### config.mk
export PLATFORM = sky130hd
export DESIGN_NAME = asic_function_axi_regs_flat
export DESIGN_NICKNAME = d
export VERILOG_FILES = /design/src/rtl/asic_function_axi_regs_pkg.sv /design/src/rtl/asic_function_axi_regs_if.sv /design/src/rtl/asic_function_axi_regs_hs.sv /design/src/rtl/asic_function_axi_regs.sv /design/src/flat_wrapper.sv
export SDC_FILE = /design/constraint.sdc
export NUM_CORES = 1
export LEC_CHECK = 0
export ABC_AREA = 0
export BUFFER_PORTS_ARGS = -buffer_cell sky130_fd_sc_hd__buf_4
export CORE_MARGIN = 10
export CORE_UTILIZATION = 50
export CTS_BUF_LIST = sky130_fd_sc_hd__clkbuf_8 sky130_fd_sc_hd__clkbuf_16
export DETAILED_ROUTE_END_ITERATION = 8
export PLACE_DENSITY = 0.8
export SLEW_MARGIN = 20
export SYNTH_ARGS = -nofsm -noshare
export SYNTH_HDL_FRONTEND = slang
export SYNTH_SLANG_ARGS = --single-unit
### constraint.sdc
create_clock -name S_AXI_ACLK -period 1.7 [get_ports S_AXI_ACLK]
set_input_delay 0.17 -clock S_AXI_ACLK [delete_from_list [all_inputs] [get_ports S_AXI_ACLK]]
set_output_delay 0.17 -clock S_AXI_ACLK [all_outputs]
set_load 0.02 [all_outputs]
### src/rtl/asic_function_axi_regs_pkg.sv
// Shared register map, CTRL bit positions and handshake FSM encodings.
// Combinational constants only; no latency or backpressure of its own.
package asic_function_pkg;
   localparam logic [15:0] CTRL_REG_ADDR          = 16'h0000;
   localparam logic [15:0] ASIC_DATA_OUT_REG_ADDR = 16'h0004;
   localparam logic [15:0] ASIC_DATA_IN_REG_ADDR  = 16'h0008;

   localparam int CTRL_START = 0;
   localparam int CTRL_BUSY  = 1;
   localparam int CTRL_DONE  = 2;

   localparam logic [1:0] RESP_OKAY = 2'b00;

   typedef enum logic [1:0] {W_IDLE, W_ACC, W_RESP} wr_state_t;
   typedef enum logic [1:0] {R_IDLE, R_ACC, R_DATA} rd_state_t;
endpackage

### src/rtl/asic_function_axi_regs_if.sv
// AXI4-Lite bundle between the interconnect and the register block.
// Pure wiring; flow control is valid/ready on every channel.
interface asic_function_axi_regs_if #(
   parameter int ADDR_W = 16,
   parameter int DATA_W = 32
);
   logic [ADDR_W-1:0]   S_AXI_AWADDR;
   logic                S_AXI_AWVALID;
   logic                S_AXI_AWREADY;
   logic [DATA_W-1:0]   S_AXI_WDATA;
   logic [DATA_W/8-1:0] S_AXI_WSTRB;
   logic                S_AXI_WVALID;
   logic                S_AXI_WREADY;
   logic [1:0]          S_AXI_BRESP;
   logic                S_AXI_BVALID;
   logic                S_AXI_BREADY;
   logic [ADDR_W-1:0]   S_AXI_ARADDR;
   logic                S_AXI_ARVALID;
   logic                S_AXI_ARREADY;
   logic [DATA_W-1:0]   S_AXI_RDATA;
   logic [1:0]          S_AXI_RRESP;
   logic                S_AXI_RVALID;
   logic                S_AXI_RREADY;

   modport slave (
      input  S_AXI_AWADDR, S_AXI_AWVALID, S_AXI_WDATA, S_AXI_WSTRB, S_AXI_WVALID,
             S_AXI_BREADY, S_AXI_ARADDR, S_AXI_ARVALID, S_AXI_RREADY,
      output S_AXI_AWREADY, S_AXI_WREADY, S_AXI_BRESP, S_AXI_BVALID,
             S_AXI_ARREADY, S_AXI_RDATA, S_AXI_RRESP, S_AXI_RVALID
   );

   modport master (
      output S_AXI_AWADDR, S_AXI_AWVALID, S_AXI_WDATA, S_AXI_WSTRB, S_AXI_WVALID,
             S_AXI_BREADY, S_AXI_ARADDR, S_AXI_ARVALID, S_AXI_RREADY,
      input  S_AXI_AWREADY, S_AXI_WREADY, S_AXI_BRESP, S_AXI_BVALID,
             S_AXI_ARREADY, S_AXI_RDATA, S_AXI_RRESP, S_AXI_RVALID
   );
endinterface

### src/rtl/asic_function_axi_regs_hs.sv
// Independent AXI4-Lite write/read handshake FSMs; BVALID/RVALID 2 cycles after valid.
// B and R responses are held until BREADY/RREADY; one transaction per channel in flight.
module axi_lite_slave_hs
   import asic_function_pkg::*;
#(
   parameter int ADDR_W = 16,
   parameter int DATA_W = 32
) (
   input  logic              clk,
   input  logic              rst_n,
   asic_function_axi_regs_if.slave s_axi,
   output logic              wr_en,
   output logic [ADDR_W-1:0] wr_addr,
   output logic [DATA_W-1:0] wr_data,
   output logic              rd_en,
   output logic [ADDR_W-1:0] rd_addr,
   input  logic [DATA_W-1:0] rd_data
);
   wr_state_t wr_state;
   rd_state_t rd_state;

   logic unused_wstrb;
   assign unused_wstrb = ^s_axi.S_AXI_WSTRB;

   assign s_axi.S_AXI_BRESP = RESP_OKAY;
   assign s_axi.S_AXI_RRESP = RESP_OKAY;
   assign wr_en = (wr_state == W_ACC);
   assign rd_en = (rd_state == R_ACC);

   // Address and data are captured on entry to W_ACC so the commit edge sees stable values.
   always_ff @(posedge clk or negedge rst_n) begin
      if (!rst_n) begin
         wr_state            <= W_IDLE;
         wr_addr             <= '0;
         wr_data             <= '0;
         s_axi.S_AXI_AWREADY <= 1'b0;
         s_axi.S_AXI_WREADY  <= 1'b0;
         s_axi.S_AXI_BVALID  <= 1'b0;
      end else begin
         case (wr_state)
            W_IDLE: if (s_axi.S_AXI_AWVALID && s_axi.S_AXI_WVALID) begin
               wr_addr             <= s_axi.S_AXI_AWADDR;
               wr_data             <= s_axi.S_AXI_WDATA;
               s_axi.S_AXI_AWREADY <= 1'b1;
               s_axi.S_AXI_WREADY  <= 1'b1;
               wr_state            <= W_ACC;
            end
            W_ACC: begin
               s_axi.S_AXI_AWREADY <= 1'b0;
               s_axi.S_AXI_WREADY  <= 1'b0;
               s_axi.S_AXI_BVALID  <= 1'b1;
               wr_state            <= W_RESP;
            end
            W_RESP: if (s_axi.S_AXI_BREADY) begin
               s_axi.S_AXI_BVALID <= 1'b0;
               wr_state           <= W_IDLE;
            end
            default: wr_state <= W_IDLE;
         endcase
      end
   end

   always_ff @(posedge clk or negedge rst_n) begin
      if (!rst_n) begin
         rd_state            <= R_IDLE;
         rd_addr             <= '0;
         s_axi.S_AXI_ARREADY <= 1'b0;
         s_axi.S_AXI_RVALID  <= 1'b0;
         s_axi.S_AXI_RDATA   <= '0;
      end else begin
         case (rd_state)
            R_IDLE: if (s_axi.S_AXI_ARVALID) begin
               rd_addr             <= s_axi.S_AXI_ARADDR;
               s_axi.S_AXI_ARREADY <= 1'b1;
               rd_state            <= R_ACC;
            end
            R_ACC: begin
               s_axi.S_AXI_ARREADY <= 1'b0;
               s_axi.S_AXI_RDATA   <= rd_data;
               s_axi.S_AXI_RVALID  <= 1'b1;
               rd_state            <= R_DATA;
            end
            R_DATA: if (s_axi.S_AXI_RREADY) begin
               s_axi.S_AXI_RVALID <= 1'b0;
               rd_state           <= R_IDLE;
            end
            default: rd_state <= R_IDLE;
         endcase
      end
   end
endmodule

### src/rtl/asic_function_axi_regs.sv
// CTRL/DATA_OUT/DATA_IN register file with DAC start and XADC capture bookkeeping.
// Write response 2 cycles after AW+W valid, read data 2 cycles after ARVALID; held until ready.
module asic_function_axi_regs
   import asic_function_pkg::*;
#(
   parameter int C_S_AXI_DATA_WIDTH = 32,
   parameter int C_S_AXI_ADDR_WIDTH = 16
) (
   input  logic        S_AXI_ACLK,
   input  logic        S_AXI_ARESETN,
   asic_function_axi_regs_if.slave s_axi,
   output logic        dac_start,
   output logic [15:0] dac_data,
   input  logic        adc_data_valid,
   input  logic [15:0] adc_data
);
   logic                          wr_en;
   logic [C_S_AXI_ADDR_WIDTH-1:0] wr_addr;
   logic [C_S_AXI_DATA_WIDTH-1:0] wr_data;
   logic                          rd_en;
   logic [C_S_AXI_ADDR_WIDTH-1:0] rd_addr;
   logic [C_S_AXI_DATA_WIDTH-1:0] rd_data;
   logic                          busy;
   logic                          done;
   logic [15:0]                   data_in;
   logic                          unused_bits;

   axi_lite_slave_hs #(
      .ADDR_W (C_S_AXI_ADDR_WIDTH),
      .DATA_W (C_S_AXI_DATA_WIDTH)
   ) u_hs (
      .clk     (S_AXI_ACLK),
      .rst_n   (S_AXI_ARESETN),
      .s_axi   (s_axi),
      .wr_en   (wr_en),
      .wr_addr (wr_addr),
      .wr_data (wr_data),
      .rd_en   (rd_en),
      .rd_addr (rd_addr),
      .rd_data (rd_data)
   );

   assign unused_bits = ^{wr_data[31:16], wr_addr[1:0], rd_addr[1:0], rd_en};

   always_comb begin
      rd_data = '0;
      if (rd_addr[15:2] == CTRL_REG_ADDR[15:2]) begin
         rd_data[CTRL_BUSY] = busy;
         rd_data[CTRL_DONE] = done;
      end else if (rd_addr[15:2] == ASIC_DATA_OUT_REG_ADDR[15:2]) begin
         rd_data[15:0] = dac_data;
      end else if (rd_addr[15:2] == ASIC_DATA_IN_REG_ADDR[15:2]) begin
         rd_data[15:0] = data_in;
      end
   end

   // START is judged against the pre-edge BUSY, so a capture on the same edge wins.
   always_ff @(posedge S_AXI_ACLK or negedge S_AXI_ARESETN) begin
      if (!S_AXI_ARESETN) begin
         dac_start <= 1'b0;
         dac_data  <= '0;
         busy      <= 1'b0;
         done      <= 1'b0;
         data_in   <= '0;
      end else begin
         dac_start <= 1'b0;
         if (adc_data_valid && busy) begin
            data_in <= adc_data;
            busy    <= 1'b0;
            done    <= 1'b1;
         end
         if (wr_en) begin
            if (wr_addr[15:2] == CTRL_REG_ADDR[15:2]) begin
               if (wr_data[CTRL_START] && !busy) begin
                  dac_start <= 1'b1;
                  busy      <= 1'b1;
                  done      <= 1'b0;
               end
            end else if (wr_addr[15:2] == ASIC_DATA_OUT_REG_ADDR[15:2]) begin
               dac_data <= wr_data[15:0];
            end
         end
      end
   end
endmodule

### src/flat_wrapper.sv
// flat-port wrapper written by rule: the top's interface ports become plain ports
module asic_function_axi_regs_flat import asic_function_pkg::*;
#(
   parameter int C_S_AXI_DATA_WIDTH = 32,
   parameter int C_S_AXI_ADDR_WIDTH = 16
)
  (S_AXI_ACLK, S_AXI_ARESETN, dac_start, dac_data, adc_data_valid, adc_data, s_axi_S_AXI_AWADDR, s_axi_S_AXI_AWVALID, s_axi_S_AXI_WDATA, s_axi_S_AXI_WSTRB, s_axi_S_AXI_WVALID, s_axi_S_AXI_BREADY, s_axi_S_AXI_ARADDR, s_axi_S_AXI_ARVALID, s_axi_S_AXI_RREADY, s_axi_S_AXI_AWREADY, s_axi_S_AXI_WREADY, s_axi_S_AXI_BRESP, s_axi_S_AXI_BVALID, s_axi_S_AXI_ARREADY, s_axi_S_AXI_RDATA, s_axi_S_AXI_RRESP, s_axi_S_AXI_RVALID);
  asic_function_axi_regs_if #(.ADDR_W(16), .DATA_W(32)) s_axi_i ();
  input  logic S_AXI_ACLK;
  input  logic S_AXI_ARESETN;
  output logic dac_start;
  output logic [15:0] dac_data;
  input  logic adc_data_valid;
  input  logic [15:0] adc_data;
  input wire logic [$bits(s_axi_i.S_AXI_AWADDR)-1:0] s_axi_S_AXI_AWADDR;
  input wire logic [$bits(s_axi_i.S_AXI_AWVALID)-1:0] s_axi_S_AXI_AWVALID;
  input wire logic [$bits(s_axi_i.S_AXI_WDATA)-1:0] s_axi_S_AXI_WDATA;
  input wire logic [$bits(s_axi_i.S_AXI_WSTRB)-1:0] s_axi_S_AXI_WSTRB;
  input wire logic [$bits(s_axi_i.S_AXI_WVALID)-1:0] s_axi_S_AXI_WVALID;
  input wire logic [$bits(s_axi_i.S_AXI_BREADY)-1:0] s_axi_S_AXI_BREADY;
  input wire logic [$bits(s_axi_i.S_AXI_ARADDR)-1:0] s_axi_S_AXI_ARADDR;
  input wire logic [$bits(s_axi_i.S_AXI_ARVALID)-1:0] s_axi_S_AXI_ARVALID;
  input wire logic [$bits(s_axi_i.S_AXI_RREADY)-1:0] s_axi_S_AXI_RREADY;
  output wire logic [$bits(s_axi_i.S_AXI_AWREADY)-1:0] s_axi_S_AXI_AWREADY;
  output wire logic [$bits(s_axi_i.S_AXI_WREADY)-1:0] s_axi_S_AXI_WREADY;
  output wire logic [$bits(s_axi_i.S_AXI_BRESP)-1:0] s_axi_S_AXI_BRESP;
  output wire logic [$bits(s_axi_i.S_AXI_BVALID)-1:0] s_axi_S_AXI_BVALID;
  output wire logic [$bits(s_axi_i.S_AXI_ARREADY)-1:0] s_axi_S_AXI_ARREADY;
  output wire logic [$bits(s_axi_i.S_AXI_RDATA)-1:0] s_axi_S_AXI_RDATA;
  output wire logic [$bits(s_axi_i.S_AXI_RRESP)-1:0] s_axi_S_AXI_RRESP;
  output wire logic [$bits(s_axi_i.S_AXI_RVALID)-1:0] s_axi_S_AXI_RVALID;
  assign s_axi_i.S_AXI_AWADDR = s_axi_S_AXI_AWADDR;
  assign s_axi_i.S_AXI_AWVALID = s_axi_S_AXI_AWVALID;
  assign s_axi_i.S_AXI_WDATA = s_axi_S_AXI_WDATA;
  assign s_axi_i.S_AXI_WSTRB = s_axi_S_AXI_WSTRB;
  assign s_axi_i.S_AXI_WVALID = s_axi_S_AXI_WVALID;
  assign s_axi_i.S_AXI_BREADY = s_axi_S_AXI_BREADY;
  assign s_axi_i.S_AXI_ARADDR = s_axi_S_AXI_ARADDR;
  assign s_axi_i.S_AXI_ARVALID = s_axi_S_AXI_ARVALID;
  assign s_axi_i.S_AXI_RREADY = s_axi_S_AXI_RREADY;
  assign s_axi_S_AXI_AWREADY = s_axi_i.S_AXI_AWREADY;
  assign s_axi_S_AXI_WREADY = s_axi_i.S_AXI_WREADY;
  assign s_axi_S_AXI_BRESP = s_axi_i.S_AXI_BRESP;
  assign s_axi_S_AXI_BVALID = s_axi_i.S_AXI_BVALID;
  assign s_axi_S_AXI_ARREADY = s_axi_i.S_AXI_ARREADY;
  assign s_axi_S_AXI_RDATA = s_axi_i.S_AXI_RDATA;
  assign s_axi_S_AXI_RRESP = s_axi_i.S_AXI_RRESP;
  assign s_axi_S_AXI_RVALID = s_axi_i.S_AXI_RVALID;
  asic_function_axi_regs #(.C_S_AXI_DATA_WIDTH(C_S_AXI_DATA_WIDTH), .C_S_AXI_ADDR_WIDTH(C_S_AXI_ADDR_WIDTH)) u_core (.S_AXI_ACLK(S_AXI_ACLK), .S_AXI_ARESETN(S_AXI_ARESETN), .s_axi(s_axi_i), .dac_start(dac_start), .dac_data(dac_data), .adc_data_valid(adc_data_valid), .adc_data(adc_data));
endmodule
==> run_results.csv, run 1 <==
group,metric,value,unit
sta,finalHoldViolCount,0,
grt,track_usage,14.9,%
die,start_util,51.9,%
die,die_w,113,µm
synth,yosys-top-cells-area,"dfrtp_1 (60%), mux2_2 (17%), buf_4 (3.8%)",
grt,grt_pass1_wl,15500,µm
sta,setup_viol,0,
clocking,clockBufferDepth,2,
outcome,status,"finished, final reports clean",
worst_setup_path,cp_max_fo,16,
clocking,clkTransAtPathRegs,0.09,ns
pwr,power_frac_clock,25.8,%
layout,layout_commonest_cell,"buf_4",
worst_setup_path,cpPeakStageDelay,0.42,ns
clocking,cts_made_buffers,9,
route,drtIter0Drc,89,
synth,syn_avg_cell_area,13.9,µm²
placed_design,dpl_cell_area,5180,µm²
synth,synth_compound_area_share,7.03,%
synth,synth-xor-area-share,0,%
layout,drive_gt1_share,49.1,%
pwr,p_sw,0.00179,W
die,dieArea,12700,µm²
route,drc,0,
worst_setup_path,worstPathCellList,"nor4b_1, and4_1, buf_12, mux2_2",
sta,worst_slew_pin_slew,0.528,ns
clocking,cts-root-buf,"clkbuf_8",
synth,synth_top_family_by_area,"multiplexers",
layout,area_delta_synth_final,25.7,%
die,fp.dieH,113,µm
synth,synth-seq-cells,103,
sta,fin_tns_setup,0,ns
synth,synth.largest_area_cell,"dfrtp_1",
sta,timing.fmax,620,MHz
sta,holdWs,0.0175,ns
worst_setup_path,crit_type,"flip-flop to flip-flop",
route,wl,9450,µm
synth,synth_edf_count,0,
worst_setup_path,cp.required,1.94,ns
min_path,hold_path.class,"input port to flip-flop",
placed_design,dp_slack,0.0805,ns
layout,fin_nets,516,
synth,async_flop_share,100,%
run,drv_cap,0,
grt,grt_start_max_net_pins,104,
grt,grt_pass1_vias,3003,
worst_setup_path,end_kind,"flip-flop",
route,first_pass_iters,4,
sta,worst_slack,0.0860,ns
sta,post-route-period-util,94.9,%
route,wl_per_cell,17.7,µm
synth,yosysSeqAreaShare,59.8,%
pwr,pwr-share-comb,22.3,%
pwr,p_seq_share,51.9,%
die,io_pins,150,
layout,design_area,5420,µm²
pwr,static-leakage-power,2.55,nW
layout,fin_util,65.3,%
pwr,peakVddDrop,0.000644,V
synth,synth-simple-area-share,5.75,%
clocking,cts_max_level,3,
die,coreArea,8300,µm²
synth,synth_mux_area_share,21.2,%
pwr,intPower,0.00449,W
worst_setup_path,arrival,1.86,ns
sta,rsz0062_at_grt,"no",
clocking,clk_latency,0.36,ns
synth,netlist.area_leader.share,59.8,%
synth,synth_ff_type,"dfrtp_1",
pwr,power_density,1160,nW/µm²
clocking,clock_sinks,103,
sta,period_needed,1.61,ns
layout,layout_common_cells,"buf_4 (116), dfrtp_1 (103), mux2_2 (65), nand2_1 (21), conb_1 (20)",
synth,synth.cell_area,4310,µm²
sta,final_max_slew_viol_count,0,
layout,diodes,0,
placed_design,port-buffer-count,105,
route,postRouteAntennaNets,0,
placed_design,gp_congestion,0.771,
pwr,swShare,28.5,%
synth,synth.distinct_cells,31,
route,viasPerCell,5.13,
route,vias,2733,
grt,antenna_found_initial,0,
die,rows,33,
worst_setup_path,crit_slowest_cell,"dfrtp_1",
sta,skew,0.0161,ns
synth,synthAdderAreaFrac,0,%
synth,postSynthCellCount,311,
worst_setup_path,start_kind,"flip-flop",
synth,ys_warn_count,0,
sta,slew_headroom,64.8,%
grt,gr-total-overflow,0,
placed_design,hpwl,7120,µm
clocking,cts_tree,"built",
power groups by stage:
| stage | combinational, W | clock (W) | sequential (W) |
|---|---|---|---|
| 3_3_place_gp | 0.00137 | 0 | 0.00327 |
| 6_report | 0.00140 | 0.00162 | 0.00326 |
| 5_1_grt | 0.00155 | 0.00175 | 0.00333 |
| 3_5_place_dp | 0.00141 | 0 | 0.00330 |
| 4_1_cts | 0.00142 | 0.00167 | 0.00325 |
| 2_1_floorplan | 0.000960 | 0 | 0.00327 |
flip-flops by register name (all words and copies together), names as in the netlist, 2 cells and up:
| name | count |
|---|---|
| u_core.u_hs.rd_state | 2 |
| u_core.u_hs.rd_addr | 14 |
| u_core.u_hs.wr_addr | 14 |
| u_core.data_in | 16 |
| u_core.dac_data | 16 |
| u_core.u_hs.s_axi.S_AXI_RDATA | 16 |
| u_core.u_hs.wr_state | 2 |
| u_core.u_hs.wr_data | 16 |
cell type report:
class,count,area [µm²]
timing repair buffer,120,931
clock buffer,9,124
multi-input combinational,186,1550
sequential,103,2580
tap,105,131
clock inverter,6,87.6
inverter,4,15.0
fill,627,2880
Yosys cell counts (2+ instances only):
| cell | count |
|---|---|
| inv_1 | 4 |
| nor2b_1 | 4 |
| dfrtp_1 | 103 |
| mux2i_1 | 2 |
| a22oi_1 | 14 |
| mux2_4 | 10 |
| nand2_1 | 21 |
| nor4_1 | 8 |
| mux2_2 | 65 |
| nor2_1 | 2 |
| buf_4 | 22 |
| o21ai_0 | 2 |
| o31ai_1 | 16 |
| buf_2 | 9 |
| clkbuf_1 | 5 |
| a2bb2oi_1 | 3 |
| nand2b_1 | 4 |
| a21oi_1 | 4 |
layer usage:
metal / GRT usage, % / up-vias / wire length (µm)
li1: - / 1301 / -
met1: 18.8 / 1330 / 4090
met2: 23.2 / 93 / 4510
met3: 5.39 / 9 / 747
met4: 4.99 / 0 / 105
met5: 0 / - / 0
per-stage QoR:
stage | total power, W | instances
floorplan | 0.00423 | 330
global placement | 0.00463 | 516
detailed placement | 0.00471 | 516
CTS | 0.00634 | 533
global route | 0.00663 | 533
finish | 0.00628 | 533
final timing paths:
check                                                             start                                           end  slack (ns)  cells after the start
min in group asynchronous                                 S_AXI_ARESETN            u_core.u_hs.wr_addr[9]$_DFFE_PN0P_        0.41                      3
setup reg to reg                    u_core.u_hs.wr_addr[15]$_DFFE_PN0P_                u_core.dac_data[4]$_DFFE_PN0P_        0.09                      4
hold reg to reg            u_core.u_hs.s_axi.S_AXI_RDATA[8]$_DFFE_PN0P_  u_core.u_hs.s_axi.S_AXI_RDATA[8]$_DFFE_PN0P_        0.48                      2
setup / recovery                    u_core.u_hs.wr_addr[15]$_DFFE_PN0P_                u_core.dac_data[4]$_DFFE_PN0P_        0.09                      4
hold / removal                                       s_axi_S_AXI_BREADY           u_core.u_hs.wr_state[1]$_DFFE_PN0P_        0.02                      2
max in group asynchronous                                 S_AXI_ARESETN           u_core.u_hs.rd_addr[11]$_DFFE_PN0P_        0.89                      3
worst max-delay path: cells and delay by family (launching register included):
kind | cells | cell delay [ns]
and+or+nand+nor | 2 | 0.54
DFF | 1 | 0.42
buffers and inverters | 1 | 0.18
muxes | 1 | 0.35
repair_timing:
item	4_1_cts	5_1_grt
hold buffers	2	0
gates resized for setup	0	1
endpoints found under the hold margin	104	0
endpoints found under the setup margin	0	12
buffers inserted	0	0
kinds of logic after synthesis:
| kind of cell | Yosys count |
|---|---|
| compound gates | 42 |
| other cells | 1 |
| buf+inv | 41 |
| simple gates | 46 |
| flops | 103 |
| mux | 78 |
Note: power is estimated with default switching activity, not from simulation.
==> inputs of run 2 (changes only) <==
Settings changed: CORE_MARGIN 10 to 8.
==> run 2 against run 1 <==
  * Clock skew shrank 0.0068 ns
  * Register-to-register slack is essentially flat
  * Cell count grew 1.1%
  * Utilization shrank 1.6 points
==> run_results.csv, run 2 (same netlist as run 1, synthesis figures left out) <==
group,metric,value,unit
outcome,status,"finished, final reports clean",
sta,skew,0.00929,ns
clocking,clock_sinks,103,
pwr,pwr-share-comb,23.7,%
clocking,cts-root-buf,"clkbuf_8",
sta,holdWs,0.0322,ns
die,fp.dieH,109,µm
route,viasPerCell,5.06,
route,drc,0,
grt,grt_start_max_net_pins,46,
pwr,power_density,1120,nW/µm²
die,coreArea,8550,µm²
grt,gr-total-overflow,0,
sta,setup_viol,0,
worst_setup_path,end_kind,"flip-flop",
pwr,intPower,0.00428,W
placed_design,gp_congestion,0.780,
layout,drive_gt1_share,50.1,%
layout,layout_commonest_cell,"buf_4",
layout,layout_common_cells,"buf_4 (117), dfrtp_1 (103), mux2_2 (65), nand2_1 (21), conb_1 (20)",
route,vias,2727,
run,drv_cap,0,
placed_design,port-buffer-count,105,
worst_setup_path,cpPeakStageDelay,0.42,ns
sta,final_max_slew_viol_count,0,
clocking,cts_max_level,3,
worst_setup_path,start_kind,"flip-flop",
layout,fill_cells,664,
grt,grt_pass1_wl,14900,µm
clocking,clkTransAtPathRegs,0.10,ns
worst_setup_path,cp_num_buf_inv,1,
worst_setup_path,crit_type,"flip-flop to flip-flop",
placed_design,dp_slack,-0.103,ns
pwr,peakVddDrop,0.000610,V
die,rows,34,
pwr,power_frac_clock,22.9,%
route,postRouteAntennaNets,0,
grt,antenna_found_initial,0,
sta,rsz0062_at_grt,"no",
die,start_util,50.4,%
worst_setup_path,crit_family,"simple AND/OR/NAND/NOR gates",
clocking,cts_made_buffers,9,
pwr,p_sw,0.00182,W
worst_setup_path,worstPathCellList,"nor4_2, and4_1, buf_12, mux2_2",
layout,area_delta_synth_final,26.3,%
sta,timing.fmax,623,MHz
grt,track_usage,16.0,%
route,first_pass_iters,4,
placed_design,dpl_cell_area,5210,µm²
min_path,hold_path.class,"input port to flip-flop",
worst_setup_path,cp_max_fo,16,
die,dieArea,11800,µm²
grt,grt_pass1_vias,2994,
sta,post-route-period-util,94.4,%
sta,slew_headroom,62.9,%
sta,worst_slack,0.0959,ns
sta,worst_slew_pin_slew,0.554,ns
route,wl_per_cell,17.1,µm
sta,finalHoldViolCount,0,
worst_setup_path,cp.required,1.93,ns
pwr,static-leakage-power,2.56,nW
sta,period_needed,1.60,ns
layout,design_area,5440,µm²
clocking,clk_latency,0.35,ns
layout,diodes,0,
clocking,cts_tree,"built",
layout,fin_nets,519,
route,drtIter0Drc,72,
clocking,clockBufferDepth,2,
placed_design,hpwl,7210,µm
worst_setup_path,crit_slowest_cell,"dfrtp_1",
route,wl,9230,µm
die,die_w,109,µm
die,io_pins,150,
pwr,p_seq_share,53.4,%
pwr,swShare,29.8,%
clocking,post_cts_buffers,0,
worst_setup_path,arrival,1.84,ns
[run 2: changes by cell type in the layout (fill, tap and decap cells not counted), sizes merged]
cell	delta
buf	+2
bufinv	-2
clkbuf	+1
clkinv	-1
dlygate4sd3	+1
inv	+2
[run 2: what timing repair did]
action | 4_1_cts | 5_1_grt
hold buffers | 3 | 0
pin swaps | 0 | 1
resized for setup | 1 | 3
hold endpoints to repair | 35 | 0
setup endpoints to repair | 14 | 10
[run 2: worst paths after layout]
kind | from | to | slack, ns | cells past startpoint
min | s_axi_S_AXI_RREADY | u_core.u_hs.rd_state[1]$_DFFE_PN0P_ | 0.03 | 2
min in group asynchronous | S_AXI_ARESETN | u_core.dac_data[11]$_DFFE_PN0P_ | 0.31 | 2
min reg2reg | u_core.u_hs.s_axi.S_AXI_RDATA[10]$_DFFE_PN0P_ | u_core.u_hs.s_axi.S_AXI_RDATA[10]$_DFFE_PN0P_ | 0.50 | 2
max reg2reg | u_core.u_hs.wr_addr[4]$_DFFE_PN0P_ | u_core.dac_data[15]$_DFFE_PN0P_ | 0.1 | 4
max | u_core.u_hs.wr_addr[4]$_DFFE_PN0P_ | u_core.dac_data[15]$_DFFE_PN0P_ | 0.1 | 4
max in group asynchronous | S_AXI_ARESETN | u_core.u_hs.wr_addr[13]$_DFFE_PN0P_ | 0.77 | 3
[run 2: cell type report]
cell class                      count  area (µm²)  share of cell area, %
Sequential cell                   103        2580                   47.4
Multi-Input combinational cell    186        1570                   28.8
Timing Repair Buffer              123         968                   17.8
Clock buffer                       10         138                   2.53
Tap cell                          108         135                   2.48
Clock inverter                      5        41.3                  0.759
Inverter                            4        15.0                  0.276
[run 2: worst reg2reg max path: cells and delay by family, from the launching register on]
family / cells / cell delay (ns)
buffers and inverters: 1 / 0.18
flip-flops: 1 / 0.42
multiplexers: 1 / 0.34
AND/OR/NAND/NOR: 2 / 0.55
[run 2: layer usage]
| metal | vias up | GRT usage (%) | wire, µm |
|---|---|---|---|
| met1 | 1327 | 20.3 | 3970 |
| met2 | 90 | 25.7 | 4480 |
| met4 | 0 | 5.28 | 108 |
| met3 | 10 | 4.85 | 665 |
| met5 | - | 0 | 0 |
| li1 | 1300 | - | - |
[run 2: power by group through the flow]
stage | combinational (W) | sequential, W | clock, W
2_1_floorplan | 0.000960 | 0.00327 | 0
3_3_place_gp | 0.00140 | 0.00325 | 0
3_5_place_dp | 0.00145 | 0.00329 | 0
4_1_cts | 0.00146 | 0.00324 | 0.00144
5_1_grt | 0.00159 | 0.00332 | 0.00154
6_report | 0.00145 | 0.00325 | 0.00139
[run 2: per-stage QoR]
stage | utilization (%) | TNS [ns] | total power, W | std cells
final | 63.6 | 0 | 0.00609 | 539
after global routing | 63.6 | 0 | 0.00645 | 539
after CTS | 63.4 | 0 | 0.00615 | 539
after detailed placement | 60.9 | -0.187 | 0.00473 | 521
after floorplan | - | 0 | 0.00423 | 330
after global placement | 60.9 | 0 | 0.00465 | 521
==> inputs of run 3 (changes only) <==
Settings changed: CELL_PAD_IN_SITES_DETAIL_PLACEMENT set to 2, CELL_PAD_IN_SITES_GLOBAL_PLACEMENT set to 2, CORE_UTILIZATION 50 to 32, PLACE_DENSITY 0.8 to not set, PLACE_DENSITY_LB_ADDON set to 0.1.
==> run 3 against run 2 <==
  * Clock-buffer cell count did not move
  * Final area rose by 2.9%
  * Cell count is 12% higher
  * Register-to-register slack barely moved
  * Critical endpoint is now u_core.dac_data[2]$_DFFE_PN0P_
  * Global-route usage fell by 3.2 points
  * Via count increased by 3.1%
  * Wire length rose by 18%
  * First-iteration DRC count is 26% higher
  * Sequential share of layout area fell by 1.3 points
  * Total power increased by 9.2%
  * Die area rose by 47%
  * Sequential cell count is the same
==> run_results.csv, run 3 (same netlist as run 1, synthesis figures left out) <==
group,metric,value,unit
sta,finalHoldViolCount,0,
die,rows,42,
sta,setup_viol,0,
worst_setup_path,crit_slowest_cell,"dfrtp_1",
route,wl_per_cell,18.0,µm
worst_setup_path,start_kind,"flip-flop",
clocking,cts_tree,"built",
placed_design,dp_slack,0.0294,ns
sta,rsz0062_at_grt,"no",
route,postRouteAntennaNets,0,
grt,track_usage,12.8,%
worst_setup_path,cpPeakStageDelay,0.41,ns
pwr,p_seq_share,49.3,%
placed_design,hpwl,8460,µm
sta,fin_tns_setup,0,ns
pwr,p_sw,0.00194,W
pwr,power_frac_clock,28.7,%
worst_setup_path,cp.required,1.93,ns
die,io_pins,150,
placed_design,gp_congestion,0.702,
sta,period_needed,1.62,ns
layout,layout_commonest_cell,"buf_4",
pwr,swShare,29.1,%
worst_setup_path,crit_type,"flip-flop to flip-flop",
sta,post-route-period-util,95.2,%
pwr,static-leakage-power,2.60,nW
sta,final_max_slew_viol_count,0,
placed_design,port-buffer-count,105,
grt,gr-total-overflow,0,
layout,area_delta_synth_final,30.0,%
sta,skew,0.00794,ns
route,viasPerCell,4.64,
clocking,clockBufferDepth,2,
worst_setup_path,end_kind,"flip-flop",
clocking,cts-root-buf,"clkbuf_16",
route,first_pass_iters,5,
grt,grt_pass1_wl,17800,µm
grt,grt_start_max_net_pins,43,
worst_setup_path,arrival,1.84,ns
clocking,post_cts_buffers,0,
sta,worst_slew_pin_slew,0.584,ns
die,start_util,32.7,%
clocking,clk_latency,0.34,ns
run,drv_cap,0,
die,coreArea,13200,µm²
grt,antenna_found_initial,0,
worst_setup_path,rr_worst_depth,4,
die,die_w,132,µm
pwr,pwr-share-comb,22.0,%
route,drtIter0Drc,91,
clocking,cts_made_buffers,9,
layout,layout_common_cells,"buf_4 (118), dfrtp_1 (103), mux2_2 (65), nand2_1 (21), conb_1 (20)",
outcome,status,"finished, final reports clean",
sta,timing.fmax,618,MHz
min_path,min_path_cells,2,
layout,fin_nets,518,
route,drc,0,
route,vias,2811,
worst_setup_path,worstPathCellList,"nor4b_2, and4_4, buf_12, mux2_2",
sta,worst_slack,0.0814,ns
route,wl,10900,µm
layout,diodes,0,
sta,slew_headroom,61.1,%
clocking,clkTransAtPathRegs,0.07,ns
clocking,clock_sinks,103,
layout,drive_gt1_share,50.2,%
clocking,cts_max_level,3,
pwr,peakVddDrop,0.000465,V
pwr,power_density,1190,nW/µm²
die,dieArea,17400,µm²
die,fp.dieH,132,µm
grt,grt_pass1_vias,3278,
worst_setup_path,cp_max_fo,16,
min_path,hold_path.class,"input port to flip-flop",
sta,holdWs,0.0376,ns
pwr,intPower,0.00471,W
## run 3: changes by cell type in the layout (fill, tap and decap cells not counted)
| cell | change |
|---|---|
| inv_6 | -3 |
| buf_4 | +1 |
| and4_1 | -1 |
| dlygate4sd3_1 | -2 |
| nor2b_1 | +1 |
| clkinv_2 | +3 |
| clkinvlp_4 | -1 |
| inv_1 | +1 |
| clkbuf_16 | +9 |
| and4_4 | +1 |
| clkbuf_8 | -9 |
| nor2b_2 | -1 |
## run 3: metrics by stage
stage	std cells	cell area, µm²	power, W	util (%)
after floorplan	330	4380	0.00423	-
after global placement	590	5300	0.00472	40.2
after detailed placement	590	5300	0.00481	40.2
after CTS	606	5580	0.00673	42.3
after global routing	606	5600	0.00701	42.5
final	606	5600	0.00665	42.5
## run 3: final timing paths
path,startpoint,endpoint,slack [ns]
hold reg to reg,u_core.u_hs.s_axi.S_AXI_RDATA[3]$_DFFE_PN0P_,u_core.u_hs.s_axi.S_AXI_RDATA[3]$_DFFE_PN0P_,0.48
hold / removal,s_axi_S_AXI_BREADY,u_core.u_hs.wr_state[1]$_DFFE_PN0P_,0.04
setup reg to reg,u_core.u_hs.wr_addr[12]$_DFFE_PN0P_,u_core.dac_data[2]$_DFFE_PN0P_,0.08
max in group asynchronous,S_AXI_ARESETN,u_core.data_in[15]$_DFFE_PN0P_,0.69
setup / recovery,u_core.u_hs.wr_addr[12]$_DFFE_PN0P_,u_core.dac_data[2]$_DFFE_PN0P_,0.08
min in group asynchronous,S_AXI_ARESETN,u_core.u_hs.s_axi.S_AXI_RVALID$_DFFE_PN0P_,0.38
## run 3: metal layers
metal | global-route usage, % | up-vias | share of wire, %
met3 | 3.89 | 11 | 5.5
met2 | 20.2 | 80 | 48
met5 | 0 | - | 0
met1 | 16.0 | 1417 | 45
li1 | - | 1303 | -
met4 | 5.11 | 0 | 1.5
## run 3: power groups by stage
stage	Clock (W)	Sequential, W	Combinational [W]
global route	0.00204	0.00335	0.00161
CTS	0.00196	0.00327	0.00150
finish	0.00191	0.00328	0.00146
global placement	0	0.00329	0.00143
detailed placement	0	0.00332	0.00149
floorplan	0	0.00327	0.000960
## run 3: critical path, delay by kind of cell, from the launching register on
| kind | cells | cell delay (ns) |
|---|---|---|
| AND/OR/NAND/NOR | 2 | 0.58 |
| buffers and inverters | 1 | 0.17 |
| multiplexers | 1 | 0.35 |
| flip-flops | 1 | 0.41 |
## run 3: cell type report
type / instances / area (µm²)
Fill cell: 1314 / 7590
Sequential cell: 103 / 2580
Multi-Input combinational cell: 186 / 1570
Timing Repair Buffer: 122 / 956
Clock buffer: 10 / 239
Tap cell: 176 / 220
Clock inverter: 5 / 26.3
Inverter: 4 / 15.0
## run 3: what timing repair did
item | in CTS | in global routing
hold buffers | 1 | 0
endpoints found under the hold margin | 39 | 0
endpoints found under the setup margin | 0 | 16
resized for setup | 0 | 4
